===== config.mk =====
export PLATFORM = sky130hd
export DESIGN_NAME = mem_bus_arbiter
export DESIGN_NICKNAME = d
export VERILOG_FILES = /design/src/rtl/mem_bus_arbiter_pkg.sv /design/src/rtl/mem_bus_arbiter_id_fifo.sv /design/src/rtl/mem_bus_arbiter.sv
export SDC_FILE = /design/constraint.sdc
export NUM_CORES = 1
export LEC_CHECK = 0
export ABC_AREA = 1
export BUFFER_PORTS_ARGS = -buffer_cell sky130_fd_sc_hd__buf_2
export CAP_MARGIN = 5
export CORE_AREA = 2 2 133 135
export DETAILED_ROUTE_END_ITERATION = 8
export DIE_AREA = 0 0 135 137
export GPL_TIMING_DRIVEN = 0
export PLACE_DENSITY_LB_ADDON = 0.12
export REMOVE_ABC_BUFFERS = 1
export SETUP_SLACK_MARGIN = 0.15
export SLEW_MARGIN = 20
export SYNTH_ARGS = -nofsm -noshare
export SYNTH_HDL_FRONTEND = slang
export SYNTH_HIERARCHICAL = 1
export SYNTH_SLANG_ARGS = --single-unit

===== constraint.sdc =====
create_clock -name clk -period 4.9 [get_ports clk]
set_input_delay 0.245 -clock clk [delete_from_list [all_inputs] [get_ports clk]]
set_output_delay 0.245 -clock clk [all_outputs]
set_load 0.02 [all_outputs]

===== src/rtl/mem_bus_arbiter_pkg.sv =====
// mem_bus_arbiter_pkg
//   Shared definitions for the instruction/data memory bus arbiter:
//   requester IDs (the payload carried by the in-order ID FIFO) and the
//   bus transfer size encodings.
package mem_bus_arbiter_pkg;

  // Requester identity; one bit so it can be stored directly in the ID FIFO.
  typedef enum logic {
    REQ_INST = 1'b0,
    REQ_DATA = 1'b1
  } req_id_e;

  localparam logic [1:0] SIZE_BYTE = 2'd0;
  localparam logic [1:0] SIZE_HALF = 2'd1;
  localparam logic [1:0] SIZE_WORD = 2'd2;

endpackage


===== src/rtl/mem_bus_arbiter_id_fifo.sv =====
// arb_id_fifo
//   In-order FIFO of requester IDs for transactions that are outstanding on
//   the bus. One entry is pushed per accepted request and one popped per bus
//   response, so the head always names the owner of the next response.
//
//   Ports:
//     clk, reset   clock, asynchronous active-high reset (FIFO empties)
//     push, push_id  write push_id at the tail (caller guarantees !full)
//     pop          drop the head entry (caller guarantees !empty)
//     full, empty  occupancy flags from the registered count
//     head         ID at the head of the FIFO
module arb_id_fifo #(
  parameter int DEPTH = 4
) (
  input  logic clk,
  input  logic reset,
  input  logic push,
  input  logic push_id,
  input  logic pop,
  output logic full,
  output logic empty,
  output logic head
);

  localparam int AW = $clog2(DEPTH);

  logic [DEPTH-1:0] mem_q;
  logic [AW-1:0]    wr_ptr_q;
  logic [AW-1:0]    rd_ptr_q;
  logic [AW:0]      count_q;

  assign full  = (count_q == (AW+1)'(DEPTH));
  assign empty = (count_q == '0);
  assign head  = mem_q[rd_ptr_q];

  // DEPTH is a power of two, so the pointers wrap by plain overflow.
  always_ff @(posedge clk or posedge reset) begin
    if (reset) begin
      mem_q    <= '0;
      wr_ptr_q <= '0;
      rd_ptr_q <= '0;
      count_q  <= '0;
    end else begin
      if (push) begin
        mem_q[wr_ptr_q] <= push_id;
        wr_ptr_q        <= wr_ptr_q + AW'(1);
      end
      if (pop) begin
        rd_ptr_q <= rd_ptr_q + AW'(1);
      end
      case ({push, pop})
        2'b10:   count_q <= count_q + (AW+1)'(1);
        2'b01:   count_q <= count_q - (AW+1)'(1);
        default: count_q <= count_q;
      endcase
    end
  end

endmodule


===== src/rtl/mem_bus_arbiter.sv =====
// mem_bus_arbiter
//   Shares one SRAM-like pipelined bus between the instruction-fetch port and
//   the data-access port. Data wins arbitration, but after STARVE_LIMIT
//   consecutive lost grants fetch is forced through. Outstanding requests are
//   tracked in an in-order ID FIFO so each response is routed to its owner.
//
//   Handshake (all three ports): a request (*_req) is held stable with its
//   fields until the same-cycle accept (*_addr_ok); a response (*_data_ok)
//   is a single-cycle strobe with its read data valid in that cycle.
//
//   Ports:
//     clk, reset                       clock, async active-high reset
//     inst_req/addr, inst_addr_ok      fetch request / accept
//     inst_rdata, inst_data_ok         fetch response
//     data_req/wr/size/addr/wdata      data request
//     data_addr_ok                     data accept
//     data_rdata, data_data_ok         data response
//     bus_req/wr/size/addr/wdata       bus request (muxed from the winner)
//     bus_addr_ok                      bus accept
//     bus_rdata, bus_data_ok           bus response, in order
//     proto_err                        sticky: response with nothing pending
//     perfcnt_inst_wait/data_wait      wait-cycle counters
//
//   Build option: define MEM_ARB_PERFCNT_EN to enable the wait-cycle
//   counters; otherwise both read as zero and no counter flops exist.
module mem_bus_arbiter
  import mem_bus_arbiter_pkg::*;
#(
  parameter int MAX_OUTSTANDING = 4,
  parameter int STARVE_LIMIT    = 8
) (
  input  logic        clk,
  input  logic        reset,
  input  logic        inst_req,
  input  logic [31:0] inst_addr,
  output logic        inst_addr_ok,
  output logic [31:0] inst_rdata,
  output logic        inst_data_ok,
  input  logic        data_req,
  input  logic        data_wr,
  input  logic [1:0]  data_size,
  input  logic [31:0] data_addr,
  input  logic [31:0] data_wdata,
  output logic        data_addr_ok,
  output logic [31:0] data_rdata,
  output logic        data_data_ok,
  output logic        bus_req,
  output logic        bus_wr,
  output logic [1:0]  bus_size,
  output logic [31:0] bus_addr,
  output logic [31:0] bus_wdata,
  input  logic        bus_addr_ok,
  input  logic [31:0] bus_rdata,
  input  logic        bus_data_ok,
  output logic        proto_err,
  output logic [31:0] perfcnt_inst_wait,
  output logic [31:0] perfcnt_data_wait
);

  localparam int SW = $clog2(STARVE_LIMIT + 1);
  localparam logic [SW-1:0] STARVE_MAX = SW'(STARVE_LIMIT);

  req_id_e       sel;
  req_id_e       hold_sel_q;
  logic          hold_valid_q;
  logic [SW-1:0] starve_q;
  logic          proto_err_q;
  logic          fifo_full;
  logic          fifo_empty;
  logic          fifo_head;
  logic          accept;
  logic          pop;

  // A request left waiting on the bus keeps its owner: nothing may preempt
  // it, otherwise the bus would see its request fields change before accept.
  always_comb begin
    sel = REQ_DATA;
    if (hold_valid_q) begin
      sel = hold_sel_q;
    end else if (data_req && inst_req) begin
      sel = (starve_q == STARVE_MAX) ? REQ_INST : REQ_DATA;
    end else if (inst_req) begin
      sel = REQ_INST;
    end
  end

  // Uses the registered count only: a pop in the same cycle does not open a
  // slot, keeping bus_req off the bus_data_ok path.
  assign bus_req   = (inst_req || data_req) && !fifo_full;
  assign bus_wr    = (sel == REQ_INST) ? 1'b0      : data_wr;
  assign bus_size  = (sel == REQ_INST) ? SIZE_WORD : data_size;
  assign bus_addr  = (sel == REQ_INST) ? inst_addr : data_addr;
  assign bus_wdata = (sel == REQ_INST) ? 32'd0     : data_wdata;

  assign accept       = bus_req && bus_addr_ok;
  assign inst_addr_ok = accept && (sel == REQ_INST);
  assign data_addr_ok = accept && (sel == REQ_DATA);

  // Responses with nothing outstanding are dropped and flagged.
  assign pop          = bus_data_ok && !fifo_empty;
  assign inst_data_ok = pop && (fifo_head == REQ_INST);
  assign data_data_ok = pop && (fifo_head == REQ_DATA);
  assign inst_rdata   = bus_rdata;
  assign data_rdata   = bus_rdata;
  assign proto_err    = proto_err_q;

  always_ff @(posedge clk or posedge reset) begin
    if (reset) begin
      hold_valid_q <= 1'b0;
      hold_sel_q   <= REQ_INST;
      starve_q     <= '0;
      proto_err_q  <= 1'b0;
    end else begin
      if (bus_req && !bus_addr_ok) begin
        hold_valid_q <= 1'b1;
        hold_sel_q   <= sel;
      end else if (accept) begin
        hold_valid_q <= 1'b0;
      end

      // Counts grants fetch lost to data while both were asking.
      if (!inst_req || inst_addr_ok) begin
        starve_q <= '0;
      end else if (data_addr_ok && data_req && starve_q != STARVE_MAX) begin
        starve_q <= starve_q + SW'(1);
      end

      if (bus_data_ok && fifo_empty) begin
        proto_err_q <= 1'b1;
      end
    end
  end

  arb_id_fifo #(
    .DEPTH (MAX_OUTSTANDING)
  ) u_id_fifo (
    .clk     (clk),
    .reset   (reset),
    .push    (accept),
    .push_id (sel),
    .pop     (pop),
    .full    (fifo_full),
    .empty   (fifo_empty),
    .head    (fifo_head)
  );

`ifdef MEM_ARB_PERFCNT_EN
  logic [31:0] inst_wait_q;
  logic [31:0] data_wait_q;

  always_ff @(posedge clk or posedge reset) begin
    if (reset) begin
      inst_wait_q <= '0;
      data_wait_q <= '0;
    end else begin
      if (inst_req && !inst_addr_ok) inst_wait_q <= inst_wait_q + 32'd1;
      if (data_req && !data_addr_ok) data_wait_q <= data_wait_q + 32'd1;
    end
  end

  assign perfcnt_inst_wait = inst_wait_q;
  assign perfcnt_data_wait = data_wait_q;
`else
  assign perfcnt_inst_wait = 32'd0;
  assign perfcnt_data_wait = 32'd0;
`endif

endmodule

After elaboration in Yosys (flattened, before gate mapping)
Index checks and enable logic that the tools add are counted.

word-level totals
  input port bits = 137
  word-level logic and storage cells = 64
  register bits = 18
  output and inout bits = 201

operators by class
  add/sub/neg operators = 5
  $lt $le $gt $ge = 3
  reductions and logical operators = 23
  bitwise gates (word level) = 2
  mux-type cells = 18
  eq/ne operators = 5

operators by type and width
  cell                                                                   number
  32-bit two-way mux                                                     2
  1-bit logical AND                                                      13
  1-bit two-way mux                                                      9
  4-bit two-way mux                                                      2
  2-bit by 3-bit < comparator with 1-bit output, second input constant   2
  3-bit one-hot mux with 2 select lines                                  1
  2-bit nonzero test                                                     3
  2-bit by 1-bit adder with 2-bit output, second input constant          2
  4-bit by 1-bit adder with 4-bit output, second input constant          1
  4-bit bitwise mux                                                      1
  4-bit == test, second input constant                                   1
  1-bit zero test                                                        4
  4-bit inequality test, second input constant                           1
  3-bit by 1-bit adder with 3-bit output, second input constant          1
  3-bit == test, second input constant                                   1
  3-bit zero test                                                        1
  3-bit by 1-bit subtractor with 3-bit output, second input constant     1
  1-bit binary-select mux with 2-bit select                              1
  1-bit demux with 2-bit select                                          1
  2-bit by 1-bit == test with 1-bit output, second input constant        1
  2-bit == test, second input constant                                   1
  2-bit by 1-bit >= comparator with 1-bit output, second input constant  1
  1-bit logical OR                                                       2
  2-bit two-way mux                                                      1
  1-bit inverter                                                         2

Longest topological paths before layout
  word-level depth = 9
  mapped depth = 14
  mapped depth without buffers = 13

Cells and area by module
The synthesis kept the hierarchy.

by module, submodules not included
  module           instances  cells an instance  seq. area each (um2)  area each (um2)
  mem_bus_arbiter  1          363                175.2                 2,199.6
  arb_id_fifo      1          66                 275.3                 586.8

Least setup slack after synthesis
No wires, ideal clock.

  path kind = reg-to-reg
  from = register u_id_fifo.count_q[0]
  to = register u_id_fifo.count_q[2]
  data required time = 4.783 ns
  clock period less this slack = 1.910 ns
  buffers on the path = 1
  arrival time = 1.793 ns
  slack = 2.990 ns
  stages on the path, launching flop included = 13
  setup time = 0.117 ns
  cells stage by stage = dfrtp_1 -> nor3_1 -> o21bai_2 -> nor2_4 -> buf_4 -> inv_1 -> ha_1 -> inv_1 -> fa_1 -> nand2_1 -> nand3_1 -> nand2_1 -> nand2_1

on the way
  word-level cells in the longest chain between the ends = 6
  elaborated cells on any way between the ends = 13
  those cells by class = add/sub (2); eq/ne (3); mux (1); reduce/logical (7)

ends and longest elaborated chain
  what                                                                                RTL line                       source
  start, declared                                                                     mem_bus_arbiter_id_fifo.sv:30  logic [AW:0] count_q;
  start signal, assigned                                                              mem_bus_arbiter_id_fifo.sv:52  2'b10: count_q <= count_q + (AW+1)'(1);
  start signal, assigned                                                              mem_bus_arbiter_id_fifo.sv:53  2'b01: count_q <= count_q - (AW+1)'(1);
  start signal, assigned                                                              mem_bus_arbiter_id_fifo.sv:54  default: count_q <= count_q;
  3-bit == test *                                                                     mem_bus_arbiter_id_fifo.sv:32  assign full = (count_q == (AW+1)'(DEPTH));
  named net fifo_full                                                                 mem_bus_arbiter.sv:68          logic fifo_full;
  1-bit zero test *                                                                   mem_bus_arbiter.sv:89          assign bus_req = (inst_req || data_req) && !fifo_full;
  1-bit logical AND *                                                                 mem_bus_arbiter.sv:89
  1-bit logical AND *                                                                 mem_bus_arbiter.sv:95          assign accept = bus_req && bus_addr_ok;
  named net accept                                                                    mem_bus_arbiter.sv:71          logic accept;
  2-bit by 1-bit == test with 1-bit output / 2-bit == test (equally long branches)    mem_bus_arbiter_id_fifo.sv:51  case ({push, pop})
  3-bit one-hot mux with 2 select lines / 2-bit nonzero test (equally long branches)  --

The timed path passes the listed nets; every way through them passes the cells marked *.
A chain may end at the register's enable or synchronous reset.

Worst setup path after layout
  from = register starve_q[0]
  to = output bus_addr[31]

on the way
  word-level cells in the longest chain between the ends = 5

ends and longest elaborated chain
  what                    RTL line                source
  start, declared         mem_bus_arbiter.sv:66   logic [SW-1:0] starve_q;
  start signal, assigned  mem_bus_arbiter.sv:125  starve_q <= starve_q + SW'(1);
  4-bit == test           mem_bus_arbiter.sv:81   sel = (starve_q == STARVE_MAX) ? REQ_INST : REQ_DATA;
  1-bit two-way mux       mem_bus_arbiter.sv:81
  1-bit two-way mux       mem_bus_arbiter.sv:80   end else if (data_req && inst_req) begin
  1-bit two-way mux       mem_bus_arbiter.sv:78   if (hold_valid_q) begin
  32-bit two-way mux      mem_bus_arbiter.sv:92   assign bus_addr = (sel == REQ_INST) ? inst_addr : data_addr;
  end, declared           mem_bus_arbiter.sv:50   output logic [31:0] bus_addr,

Every way passes these cells.

==> run metrics <==
RSZ-0062 raised after global routing no; Overflow after GRT 0; Vert. Die Dim 137 um; CORE AREA 0.0171 mm2; fin crit share 53.2%; R2R Setup Slk 2640 ps; status complete, no violations; Distinct cells, synth 29; Antenna Cells 0; simple-gate share of the synthesized area 28.0%; setup violators final 0; most common cell after layout, fill and taps aside buf_2; share of layout cells above drive strength 1 38.3%; Comb pwr share 69.8%; Placed Cells incl. Taps 755; Post-Synth XOR/XNOR Area 1.89%; ys flop type dfrtp_1; initial antenna violation count 2; Critical Path RT 4660 ps; Setup Crit Path Kind reg -> out; clock latency on the worst-skew pair 250 ps; Fmax achieved 0.384 GHz; Initial Util 16.3%; switch share 56.0%; post-synthesis sequential area ratio 16.2%; Post-synth EDFFs 0; Post-CTS Resized 0; Slew Viols, Final 0; part of the power in registers 17.3%; GRT Overall Usage 10.7%; worst setup margin 2290 ps; first-pass GRT wire length 14700 um; top cell type by total area after synthesis buf_4; Post-synth ARST share 100%; Place WS 2510 ps; I/O Buffers 177; pwr/cell area 451 mW/mm2; clk_skew 1.08 ps; mux cell area share after synthesis 0%; CTS Sinks 18; num rows 48; layout net count 681; worst hold-check path type in -> reg; CP Max Fanout 35; DR pass1 iterations 4; DR iter-0 viols 81; Worst Setup EP bus_addr[31]; clock root buffer clkbuf_16; Lkg Pwr 2.09 nW; FILL cells 2027; Yosys reg bits 18; Final Cell Area 0.00323 mm2; Clock Pin Slew Worst Setup and Hold Paths 60 ps; Worst-Margin Slew 1020 ps; total power 1.46 mW; r2r endpoint starve_q[0]$_DFFE_PP0P_; post-placement cell area 0.00313 mm2; Synth area leaders buf_4 (35%), dfrtp_1 (16%), nand2_1 (16%); vias in the first global route 2506; final wirelength 10800 um; Syn Inst Count 429; startpoint types flip-flop; Residual DRC 0; clk buf depth 2; commonest cells after routing, fill and taps aside buf_2 (177), nand2_1 (120), conb_1 (64); max-cap violations 0; Clk pwr share 12.9%; Routed Antenna Nets 0; P&R area growth vs syn 16.0%; Cell Area, Synth 0.00279 mm2; Setup crit start starve_q[0]$_DFFE_PP0P_; TritonCTS clock tree yes; die area 0.0185 mm2; Max H-tree Level 1; reg2reg start starve_q[0]$_DFFE_PP0P_; setup TNS 0 ps; largest net degree at the start of global routing 70; Pint 0.641 mW; Final Hold Viols 0; Worst EP arrival 2360 ps; vias per inst 3.46; Rel. slew slack 31.6%; compound-cell area share of the yosys netlist 3.82%; Synth warnings 6; CTS Buf Count 3; CTS Hold Bufs 1; DP HPWL 9030 um; Layout Cells excl Fill 760; CP endpoint kind output port; postcts setup bufs 0; Die Width 135 um; R2R cell count 8; worst vdd ir 0.144 mV; Synth Area in Adders 3.86%; vias 2632; Avg Inst Size Synth 6.50 um2; DR WL/cell 14.2 um; Ports 338; Psw 0.817 mW; largest family of logic cells by synthesized area buffers and inverters; top cell type's share of synthesized area 34.8%; Final Wtd Congestion 0.710; Final Critical Period 2610 ps
-- cell families after synthesis --
family	count (synthesis)
and+or+nand+nor	182
other	1
DFF	18
xor gates and xnor gates	6
adders and majority gates	8
buffers and inverters	200
AOI/OAI and AO/OA	14
-- per-layer routing --
metal  GRT usage (%)  vias up  wire length, um  share of wire (%)
met5            4.17        -               51               0.47
met4            1.74        2               73               0.68
met3            9.26        9             2080                 19
met2            14.6      232             4270                 40
met1            12.5     1111             4310                 40
li1                -     1278                -                  -
-- power by group through the flow --
stage               Sequential (mW)  Combinational, mW  Clock (mW)
detailed placement            0.254               1.04           0
CTS                           0.253               1.04       0.193
global route                  0.261               1.13       0.200
finish                        0.252               1.02       0.188
floorplan                     0.243              0.687           0
global placement              0.254               1.03           0
-- critical path, cell delays in order (launching register included) --
cell	delay (ps)
dfrtp_1	400
inv_1	80
ha_1	220
nand3_2	100
nand2_4	80
a21oi_4	800
nand2_1	150
nand2_1	100
buf_2	170
-- flip-flops by register name, indices dropped and copies added, names as in the netlist --
register	flops
u_id_fifo/count_q	3
proto_err	1
u_id_fifo/wr_ptr_q	2
starve_q	4
hold_valid_q	1
hold_sel_q	1
u_id_fifo/mem_q	4
u_id_fifo/rd_ptr_q	2
-- layout make-up --
| cell class | count | area, um2 | share of cell area [%] |
|---|---|---|---|
| tap | 225 | 282 | 8.71 |
| sequential | 18 | 450 | 13.9 |
| timing repair buffer | 178 | 896 | 27.7 |
| multi-input combinational | 274 | 1290 | 39.8 |
| inverter | 61 | 229 | 7.08 |
| clock buffer | 4 | 88.8 | 2.75 |
-- through the flow --
step,util (%),hold WS (ps)
after floorplan,-,48.4
after global placement,18.4,215
after detailed placement,18.4,219
after CTS,19.0,208
after global routing,19.0,223
final,19.0,210
-- worst min path at each step --
stage,from,end,slack [ps],depth (start not counted)
2_1_floorplan,reset,hold_sel_q$_DFFE_PP0P_,50,1
3_3_place_gp,reset,proto_err$_DFFE_PP0P_,210,2
3_5_place_dp,reset,proto_err$_DFFE_PP0P_,220,2
4_1_cts,bus_data_ok,proto_err$_DFFE_PP0P_,210,2
5_1_grt,bus_data_ok,proto_err$_DFFE_PP0P_,220,2
6_report,bus_data_ok,proto_err$_DFFE_PP0P_,210,2
-- cells in the mapped netlist (all sizes together), types with 2 or more instances --
cell	instances
buf	139
nand2	123
inv	61
nor2	39
dfrtp	18
nand3	13
o21ai	8
ha	7
xor2	5
nor3	4
a21oi	2
o211ai	2
No activity file was read; power rests on OpenSTA's default activity.
